`src/rtl/alu_pkg.sv`:
```
// rtl/alu_pkg.sv - shared types and constants for the nibble-serial ALU controller
package alu_pkg;

  // Sequencer states; the fourth 2-bit code is unused and recovers to IDLE.
  typedef enum logic [1:0] {
    IDLE = 2'd0,
    RUN  = 2'd1,
    DONE = 2'd2
  } state_t;

  localparam int NIBBLE_W = 4;

  localparam logic OP_ADD = 1'b0;
  localparam logic OP_SUB = 1'b1;

endpackage

```
`src/rtl/nibble_adder_slice.sv`:
```
// rtl/nibble_adder_slice.sv - combinational 4-bit ripple adder slice
// Ports:
//   a, b  : nibble operands (b already inverted by the controller for subtract)
//   cin   : carry into bit 0
//   sum   : 4-bit sum
//   cout  : carry out of bit 3
module nibble_adder_slice
  import alu_pkg::*;
(
  input  logic [NIBBLE_W-1:0] a,
  input  logic [NIBBLE_W-1:0] b,
  input  logic                cin,
  output logic [NIBBLE_W-1:0] sum,
  output logic                cout
);

  logic [NIBBLE_W:0] c;

  always_comb begin
    c    = '0;
    sum  = '0;
    c[0] = cin;
    for (int i = 0; i < NIBBLE_W; i++) begin
      sum[i]  = a[i] ^ b[i] ^ c[i];
      c[i+1]  = (a[i] & b[i]) | (a[i] & c[i]) | (b[i] & c[i]);
    end
    cout = c[NIBBLE_W];
  end

endmodule

```
`src/rtl/nibble_serial_alu_ctrl.sv`:
```
// rtl/nibble_serial_alu_ctrl.sv - WIDTH-bit add/sub sequenced over one 4-bit adder slice
// Ports:
//   clk, rst        : clock, asynchronous active-high reset
//   start, sub, a, b: operation request and operands, sampled only in IDLE
//   busy            : high in RUN and DONE
//   done            : one-cycle pulse, result and flags valid from this cycle
//   result          : sum/difference, held until the next accepted start
//   z_flag, n_flag, v_flag : zero, negative, signed overflow of the final result
module nibble_serial_alu_ctrl
  import alu_pkg::*;
#(
  parameter int WIDTH = 16
) (
  input  logic             clk,
  input  logic             rst,
  input  logic             start,
  input  logic             sub,
  input  logic [WIDTH-1:0] a,
  input  logic [WIDTH-1:0] b,
  output logic             busy,
  output logic             done,
  output logic [WIDTH-1:0] result,
  output logic             z_flag,
  output logic             n_flag,
  output logic             v_flag
);

  localparam int NIB = WIDTH / NIBBLE_W;
  localparam int CW  = (NIB > 1) ? $clog2(NIB) : 1;
  localparam logic [CW-1:0] LAST = CW'(NIB - 1);

  state_t state, next_state;

  logic [CW-1:0]       counter;
  logic [WIDTH-1:0]    a_r, b_r;
  logic                sub_r;
  logic                carry;

  logic [CW+1:0]       base;
  logic [NIBBLE_W-1:0] a_nib, b_nib, sum_nib;
  logic                cout_nib;
  logic                last_nib;
  logic [WIDTH-1:0]    s_final;

  // Bit offset of the nibble being processed this cycle.
  assign base     = {counter, 2'b00};
  assign a_nib    = a_r[base +: NIBBLE_W];
  assign b_nib    = (sub_r == OP_SUB) ? ~b_r[base +: NIBBLE_W] : b_r[base +: NIBBLE_W];
  assign last_nib = (counter == LAST);

  nibble_adder_slice u_slice (
    .a    (a_nib),
    .b    (b_nib),
    .cin  (carry),
    .sum  (sum_nib),
    .cout (cout_nib)
  );

  // Final result as it will look after the top nibble is written; lets the
  // flags be registered on the same edge as the last nibble.
  assign s_final = {sum_nib, result[WIDTH-NIBBLE_W-1:0]};

  always_ff @(posedge clk or posedge rst) begin
    if (rst) begin
      state <= IDLE;
    end else begin
      state <= next_state;
    end
  end

  always_comb begin
    next_state = IDLE;
    case (state)
      IDLE:    next_state = start ? RUN : IDLE;
      RUN:     next_state = last_nib ? DONE : RUN;
      DONE:    next_state = IDLE;
      default: next_state = IDLE;
    endcase
  end

  assign busy = (state == RUN) || (state == DONE);
  assign done = (state == DONE);

  always_ff @(posedge clk or posedge rst) begin
    if (rst) begin
      counter <= '0;
      a_r     <= '0;
      b_r     <= '0;
      sub_r   <= 1'b0;
      carry   <= 1'b0;
      result  <= '0;
      z_flag  <= 1'b0;
      n_flag  <= 1'b0;
      v_flag  <= 1'b0;
    end else begin
      case (state)
        IDLE: begin
          if (start) begin
            a_r     <= a;
            b_r     <= b;
            sub_r   <= sub;
            carry   <= sub;   // +1 completes the two's-complement of b
            counter <= '0;
          end
        end
        RUN: begin
          result[base +: NIBBLE_W] <= sum_nib;
          carry                    <= cout_nib;
          if (last_nib) begin
            z_flag <= (s_final == '0);
            n_flag <= sum_nib[NIBBLE_W-1];
            if (sub_r == OP_SUB)
              v_flag <= (a_r[WIDTH-1] != b_r[WIDTH-1]) && (sum_nib[NIBBLE_W-1] != a_r[WIDTH-1]);
            else
              v_flag <= (a_r[WIDTH-1] == b_r[WIDTH-1]) && (sum_nib[NIBBLE_W-1] != a_r[WIDTH-1]);
          end else begin
            counter <= counter + 1'b1;
          end
        end
        default: ;
      endcase
    end
  end

endmodule

```
`config.mk`:
```
export PLATFORM = sky130hd
export DESIGN_NAME = nibble_serial_alu_ctrl
export DESIGN_NICKNAME = d
export VERILOG_FILES = /design/src/rtl/alu_pkg.sv /design/src/rtl/nibble_adder_slice.sv /design/src/rtl/nibble_serial_alu_ctrl.sv
export SDC_FILE = /design/constraint.sdc
export NUM_CORES = 1
export LEC_CHECK = 0
export ABC_AREA = 1
export BUFFER_PORTS_ARGS = -buffer_cell sky130_fd_sc_hd__buf_2
export CORE_MARGIN = 4
export CORE_UTILIZATION = 61
export CTS_BUF_LIST = sky130_fd_sc_hd__clkbuf_8
export DETAILED_ROUTE_END_ITERATION = 8
export GPL_ROUTABILITY_DRIVEN = 0
export PLACE_DENSITY = 0.91
export SYNTH_ARGS = -nofsm -noshare
export SYNTH_HDL_FRONTEND = slang
export SYNTH_SLANG_ARGS = --single-unit
```
`constraint.sdc`:
```
create_clock -name clk -period 4.57 [get_ports clk]
set_input_delay 0.457 -clock clk [delete_from_list [all_inputs] [get_ports clk]]
set_output_delay 0.457 -clock clk [all_outputs]
set_load 0.02 [all_outputs]
```
==> flow_summary.json, run 1 <==
{
  "final_nets": 400,
  "track_usage_pct": 21.9,
  "synthCells": 293,
  "placed_area_sq_um": 3100,
  "cp.required_ps": 4820,
  "synth_area_leaders": "dfrtp_1 51%, mux2_2 11%, nand2_1 9.3%",
  "clock_path_buffers": 2,
  "worstSetupEndpoint": "result[15]$_DFFE_PP0P_",
  "dieWidth_um": 75.9,
  "synth_fp_nets": 341,
  "r2r-end": "result[15]$_DFFE_PP0P_",
  "cts-hold-fix-buffers": 0,
  "crit_type": "register to register",
  "cts-resized-gates": 0,
  "fin_crit_sh_pct": 79.2,
  "ff2ff_setup_slack_ps": 950,
  "worstSetupEndpointType": "register",
  "cts.sinks": 57,
  "coreArea_sq_um": 4410,
  "ir_drop_mv": 0.414,
  "grt_pass1_wl_um": 10200,
  "cts_made_buffers": 9,
  "first_global_vias": 2271,
  "hold_path_class": "input port to async pin",
  "dr_total_vias": 2243,
  "area_delta_synth_final_pct": 17.1,
  "tns_ps": 0,
  "wl_per_cell_um": 14.6,
  "grt_max_degree": 58,
  "yosys.area.top_type_share_pct": 50.7,
  "ys_seq_area_share_pct": 50.7,
  "critPathMaxFanout": 27,
  "grt_overflow": 0,
  "yosysWarnings": 0,
  "postCtsSetupRepairBufs": 0,
  "worst_pin_slew_ps": 839,
  "numPortBuffers": 56,
  "crit_start": "counter[0]$_DFFE_PP0P_",
  "grt_setup_unrepaired": "false",
  "antenna_cells": 0,
  "yosysTopAreaCell": "dfrtp_1",
  "maxSlewViolCount": 0,
  "start_kind": "register",
  "dp.cells": 393,
  "final_cell_area_sq_um": 3300,
  "die_h_um": 75.9,
  "slew-limit-headroom_pct": 44.1,
  "ys_ff_latch": 57,
  "clk_latency_ps": 330,
  "synthesis.area_sq_um": 2810,
  "rr_startpoint": "counter[0]$_DFFE_PP0P_",
  "fin_skew_ps": 6.33,
  "finalHoldViolCount": 0,
  "dieArea_sq_um": 5760,
  "drive_above_1_share_pct": 30.0,
  "ant_nets": 0,
  "antenna_found_initial": 0,
  "io_pins": 57,
  "viasPerCell": 5.48,
  "hpwl_um": 4420,
  "finalSetupViolations": 0,
  "syn_avg_cell_area_sq_um": 9.60,
  "first_pass_iters": 4,
  "drt_drc_violations_left": 0,
  "fin_util_pct": 74.7,
  "clockRootBuffer": "clkbuf_8",
  "tritoncts": "built",
  "crit_arrival_ps": 3870,
  "fmax_mhz": 276,
  "synth_cell_types": 23,
  "p_leak_nw": 1.71,
  "hold_ws_ps": 302,
  "initial_core_util_pct": 63.7,
  "finalCriticalPeriod_ps": 3620,
  "r2r_cells": 13,
  "status": "completed",
  "std_cell_rows": 24,
  "drt_wl_total_um": 5960,
  "clk_pin_slew_ps": 60,
  "drt_iter0_drc": 126,
  "drv_cap": 0,
  "n_fill_cell": 318,
  "htreeDepth": 3,
  "final_cells": 409,
  "p_per_area_nw_per_um2": 830
}
-- critical path: stages (launching register included) --
cell and delay (ps):
dfrtp_1 890, inv_4 220, nor2_1 150, nor2_1 60, a21oi_1 200, fa_1 220
inv_1 50, fa_1 380, fa_1 390, inv_1 80, fa_1 470, inv_1 130
nand3_1 90, o21ai_0 200
-- routing by layer --
metal / up-vias / GRT usage [%] / wire, um
met2: 82 / 36.2 / 3010
li1: 1082 / - / -
met4: 0 / 9.07 / 105
met5: - / 0 / 0
met3: 14 / 6.87 / 394
met1: 1065 / 26.3 / 2450
-- power breakdown --
part	internal [W]	switching, W
Combinational	0.000547	0.000845
Clock	0.000252	0.000188
Sequential	0.000733	0.000171
Total	0.00153	0.00120
-- cell type report --
| class | count | area, sq um | area share, % |
|---|---|---|---|
| Tap cell | 52 | 65.1 | 1.97 |
| Timing Repair Buffer | 58 | 295 | 8.96 |
| Clock buffer | 13 | 179 | 5.43 |
| Multi-Input combinational cell | 201 | 1220 | 37.0 |
| Sequential cell | 57 | 1430 | 43.3 |
| Inverter | 25 | 96.3 | 2.92 |
| Clock inverter | 3 | 13.8 | 0.418 |
-- synthesized netlist by cell type --
cell type,count
fa_1,4
buf_6,3
mux2_4,1
nand4_1,1
or2_2,1
nor2_1,22
o21a_1,1
dfrtp_1,57
clkinv_1,2
ha_1,8
nand2_1,70
o21ai_2,1
inv_1,22
buf_2,6
o21ai_0,25
buf_4,1
a21oi_1,6
inv_4,1
o22ai_1,6
nand3_1,25
nand2_4,1
or2_1,1
mux2_2,28
-- per-stage QoR --
| step | power, W | setup WS [ps] |
|---|---|---|
| 2_1_floorplan | 0.00193 | 1650 |
| 3_3_place_gp | 0.00221 | 1210 |
| 3_5_place_dp | 0.00229 | 982 |
| 4_1_cts | 0.00274 | 965 |
| 5_1_grt | 0.00298 | 677 |
| 6_report | 0.00274 | 950 |
-- state kept, by name (all words and copies together) (netlist names) --
name,count
a_r,16
sub_r,1
v_flag,1
n_flag,1
b_r,16
carry,1
result,16
z_flag,1
counter,2
state,2
-- worst min path at each step --
| stage | startpoint | to | slack, ps |
|---|---|---|---|
| after floorplan | a_r[10]$_DFFE_PP0P_ | a_r[10]$_DFFE_PP0P_ | 470 |
| after global placement | result[12]$_DFFE_PP0P_ | result[12]$_DFFE_PP0P_ | 470 |
| after detailed placement | result[12]$_DFFE_PP0P_ | result[12]$_DFFE_PP0P_ | 480 |
| after CTS | rst | result[9]$_DFFE_PP0P_ | 330 |
| after global routing | b[11] | b_r[11]$_DFFE_PP0P_ | 340 |
| final | rst | result[11]$_DFFE_PP0P_ | 300 |
-- cell usage in the layout (no fill, tap or decap), types with 8 or more instances in the layout --
| cell | Yosys | routed |
|---|---|---|
| o21ai_0 | 25 | 25 |
| nand2_1 | 70 | 70 |
| mux2_2 | 28 | 28 |
| ha_1 | 8 | 8 |
| clkbuf_8 | 0 | 13 |
| buf_2 | 6 | 56 |
| nand3_1 | 25 | 25 |
| nor2_1 | 22 | 22 |
| dfrtp_1 | 57 | 57 |
| inv_1 | 22 | 22 |
-- cells by family (layout without fill, tap and decap cells) --
kind of cell	after synthesis	count (layout)	share of synthesized area, %
DFF	57	57	50.7
buffers and inverters	35	99	5.96
muxes	29	29	11.7
and+or+nand+nor	121	121	17.8
adders and majority gates	12	12	6.40
AOI/OAI and AO/OA	39	39	7.43
Note: power is estimated with default switching activity, not from simulation.
==> run 2: changes to the inputs <==
--- a/config.mk
+++ b/config.mk
@@ -8,11 +8,11 @@
 export ABC_AREA = 1
 export BUFFER_PORTS_ARGS = -buffer_cell sky130_fd_sc_hd__buf_2
 export CORE_MARGIN = 4
-export CORE_UTILIZATION = 61
+export CORE_UTILIZATION = 57
 export CTS_BUF_LIST = sky130_fd_sc_hd__clkbuf_8
 export DETAILED_ROUTE_END_ITERATION = 8
 export GPL_ROUTABILITY_DRIVEN = 0
-export PLACE_DENSITY = 0.91
+export PLACE_DENSITY = 0.86
 export SYNTH_ARGS = -nofsm -noshare
 export SYNTH_HDL_FRONTEND = slang
 export SYNTH_SLANG_ARGS = --single-unit
==> constraint.sdc (replaced) <==
create_clock -name clk -period 3.46 [get_ports clk]
set_input_delay 0.346 -clock clk [delete_from_list [all_inputs] [get_ports clk]]
set_output_delay 0.346 -clock clk [all_outputs]
set_load 0.02 [all_outputs]
==> flow_summary.json, run 2 (synthesized netlist as in run 1, its figures left out) <==
{
  "wl_met2_um": 2800,
  "worstSetupEndpoint": "result[3]$_DFFE_PP0P_",
  "final_cells": 427,
  "clk_pin_slew_ps": 60,
  "grt_overflow": 0,
  "finalCriticalPeriod_ps": 3200,
  "finalSetupViolations": 0,
  "fin_skew_ps": 5.41,
  "routed.top_layer": "met4",
  "drive_above_1_share_pct": 30.3,
  "htreeDepth": 3,
  "crit_start": "counter[0]$_DFFE_PP0P_",
  "path_delay_family": "adder cells",
  "tritoncts": "built",
  "path_cells": "inv_4 > nor2_1 > nor2_1 > a21oi_1 > fa_1 > inv_1 > fa_1 > fa_1 > inv_1 > fa_1 > inv_1 > nand3_1 > o21ai_0",
  "drt_wl_total_um": 5750,
  "grt_max_degree": 58,
  "wl_per_cell_um": 13.5,
  "critPathMaxFanout": 16,
  "met3_length_um": 326,
  "r2r-end": "result[3]$_DFFE_PP0P_",
  "critPathBufInv": 4,
  "ff2ff_setup_slack_ps": 260,
  "die_h_um": 78.3,
  "r2r_cells": 13,
  "cp_common_cell": "fa_1",
  "status": "completed",
  "track_usage_pct": 21.5,
  "viasPerCell": 5.15,
  "hold_ws_ps": 243,
  "io_pins": 57,
  "final_common_cell": "nand2_1",
  "numPortBuffers": 56,
  "area_delta_synth_final_pct": 19.1,
  "crit_type": "register to register",
  "p_per_area_nw_per_um2": 1090,
  "hpwl_um": 4330,
  "cts-hold-fix-buffers": 0,
  "dp.cells": 411,
  "clockRootBuffer": "clkbuf_8",
  "cts.sinks": 57,
  "grt_pass1_wl_um": 10100,
  "p_total_w": 0.00365,
  "max_stage_delay_ps": 650,
  "initial_core_util_pct": 59.2,
  "dr_total_vias": 2201,
  "rr_startpoint": "counter[0]$_DFFE_PP0P_",
  "hold_path_class": "input port to register",
  "critical_path_depth": 13,
  "largest_registers": "a_r (16), b_r (16), result (16)",
  "coreArea_sq_um": 4750,
  "worstSetupEndpointType": "register",
  "first_global_vias": 2224,
  "start_kind": "register",
  "cp.required_ps": 3690,
  "cts_made_buffers": 9,
  "antenna_cells": 0,
  "slew-limit-headroom_pct": 24.7,
  "ant_nets": 0,
  "clk_latency_ps": 330,
  "grt_setup_unrepaired": "false",
  "final_cell_mix": "70 x nand2_1, 57 x dfrtp_1, 56 x buf_2, 28 x mux2_2",
  "antenna_found_initial": 0,
  "ir_drop_mv": 0.666,
  "first_pass_iters": 4,
  "drv_cap": 0,
  "std_cell_rows": 25,
  "fin_crit_sh_pct": 92.4,
  "drt-met1-wl_um": 2430,
  "dieWidth_um": 78.3,
  "finalHoldViolCount": 0,
  "p_leak_nw": 1.73,
  "clock_path_buffers": 2,
  "worst_pin_slew_ps": 1130,
  "cts-resized-gates": 0,
  "drt_iter0_drc": 106,
  "holdCritStartpoint": "a[4]",
  "n_fill_cell": 384,
  "crit_arrival_ps": 3430,
  "dieArea_sq_um": 6120,
  "tns_ps": 0,
  "maxSlewViolCount": 0,
  "drt_drc_violations_left": 0,
  "final_nets": 403,
  "fmax_mhz": 313,
  "postCtsSetupRepairBufs": 0,
  "cp_slowest_cell": "dfrtp_1"
}
-- run 2: layer usage --
| layer | vias up | track usage [%] |
|---|---|---|
| met5 | - | 0 |
| met4 | 0 | 12.6 |
| met3 | 16 | 5.50 |
| met2 | 67 | 34.6 |
| met1 | 1027 | 26.0 |
| li1 | 1091 | - |
-- run 2: stage by stage --
step                cell area (sq um)  setup WS, ps  util [%]
floorplan                        2810           537         -
global placement                 3140           495      66.1
detailed placement               3140           320      66.1
CTS                              3350           298      70.5
global route                     3350          37.8      70.5
finish                           3350           262      70.5
-- run 2: worst min-delay path by stage --
| stage | end | slack [ps] | cells past startpoint |
|---|---|---|---|
| detailed placement | result[13]$_DFFE_PP0P_ | 480 | 2 |
| floorplan | a_r[10]$_DFFE_PP0P_ | 470 | 1 |
| finish | a_r[4]$_DFFE_PP0P_ | 240 | 2 |
| global route | b_r[2]$_DFFE_PP0P_ | 230 | 2 |
| global placement | result[13]$_DFFE_PP0P_ | 460 | 2 |
| CTS | a_r[4]$_DFFE_PP0P_ | 230 | 2 |
-- run 2: worst register-to-register path, stage by stage (launching register included) --
cell	delay [ps]
dfrtp_1	650
inv_4	120
nor2_1	120
nor2_1	50
a21oi_1	180
fa_1	200
inv_1	50
fa_1	370
fa_1	370
inv_1	80
fa_1	460
inv_1	140
nand3_1	100
o21ai_0	220
-- run 2: area by class of cell --
type	instances	area [sq um]	share of cell area [%]
multi-input combinational	201	1220	36.4
inverter	25	96.3	2.87
sequential	57	1430	42.6
timing repair buffer	61	318	9.48
clock buffer	12	165	4.93
clock inverter	4	42.5	1.27
tap	67	83.8	2.50
-- run 2: report_power, final --
group	internal, W	switching [W]	total [W]
Combinational	0.000739	0.00112	0.00186
Sequential	0.000968	0.000193	0.00116
Clock	0.000385	0.000244	0.000629
Total	0.00209	0.00155	0.00365
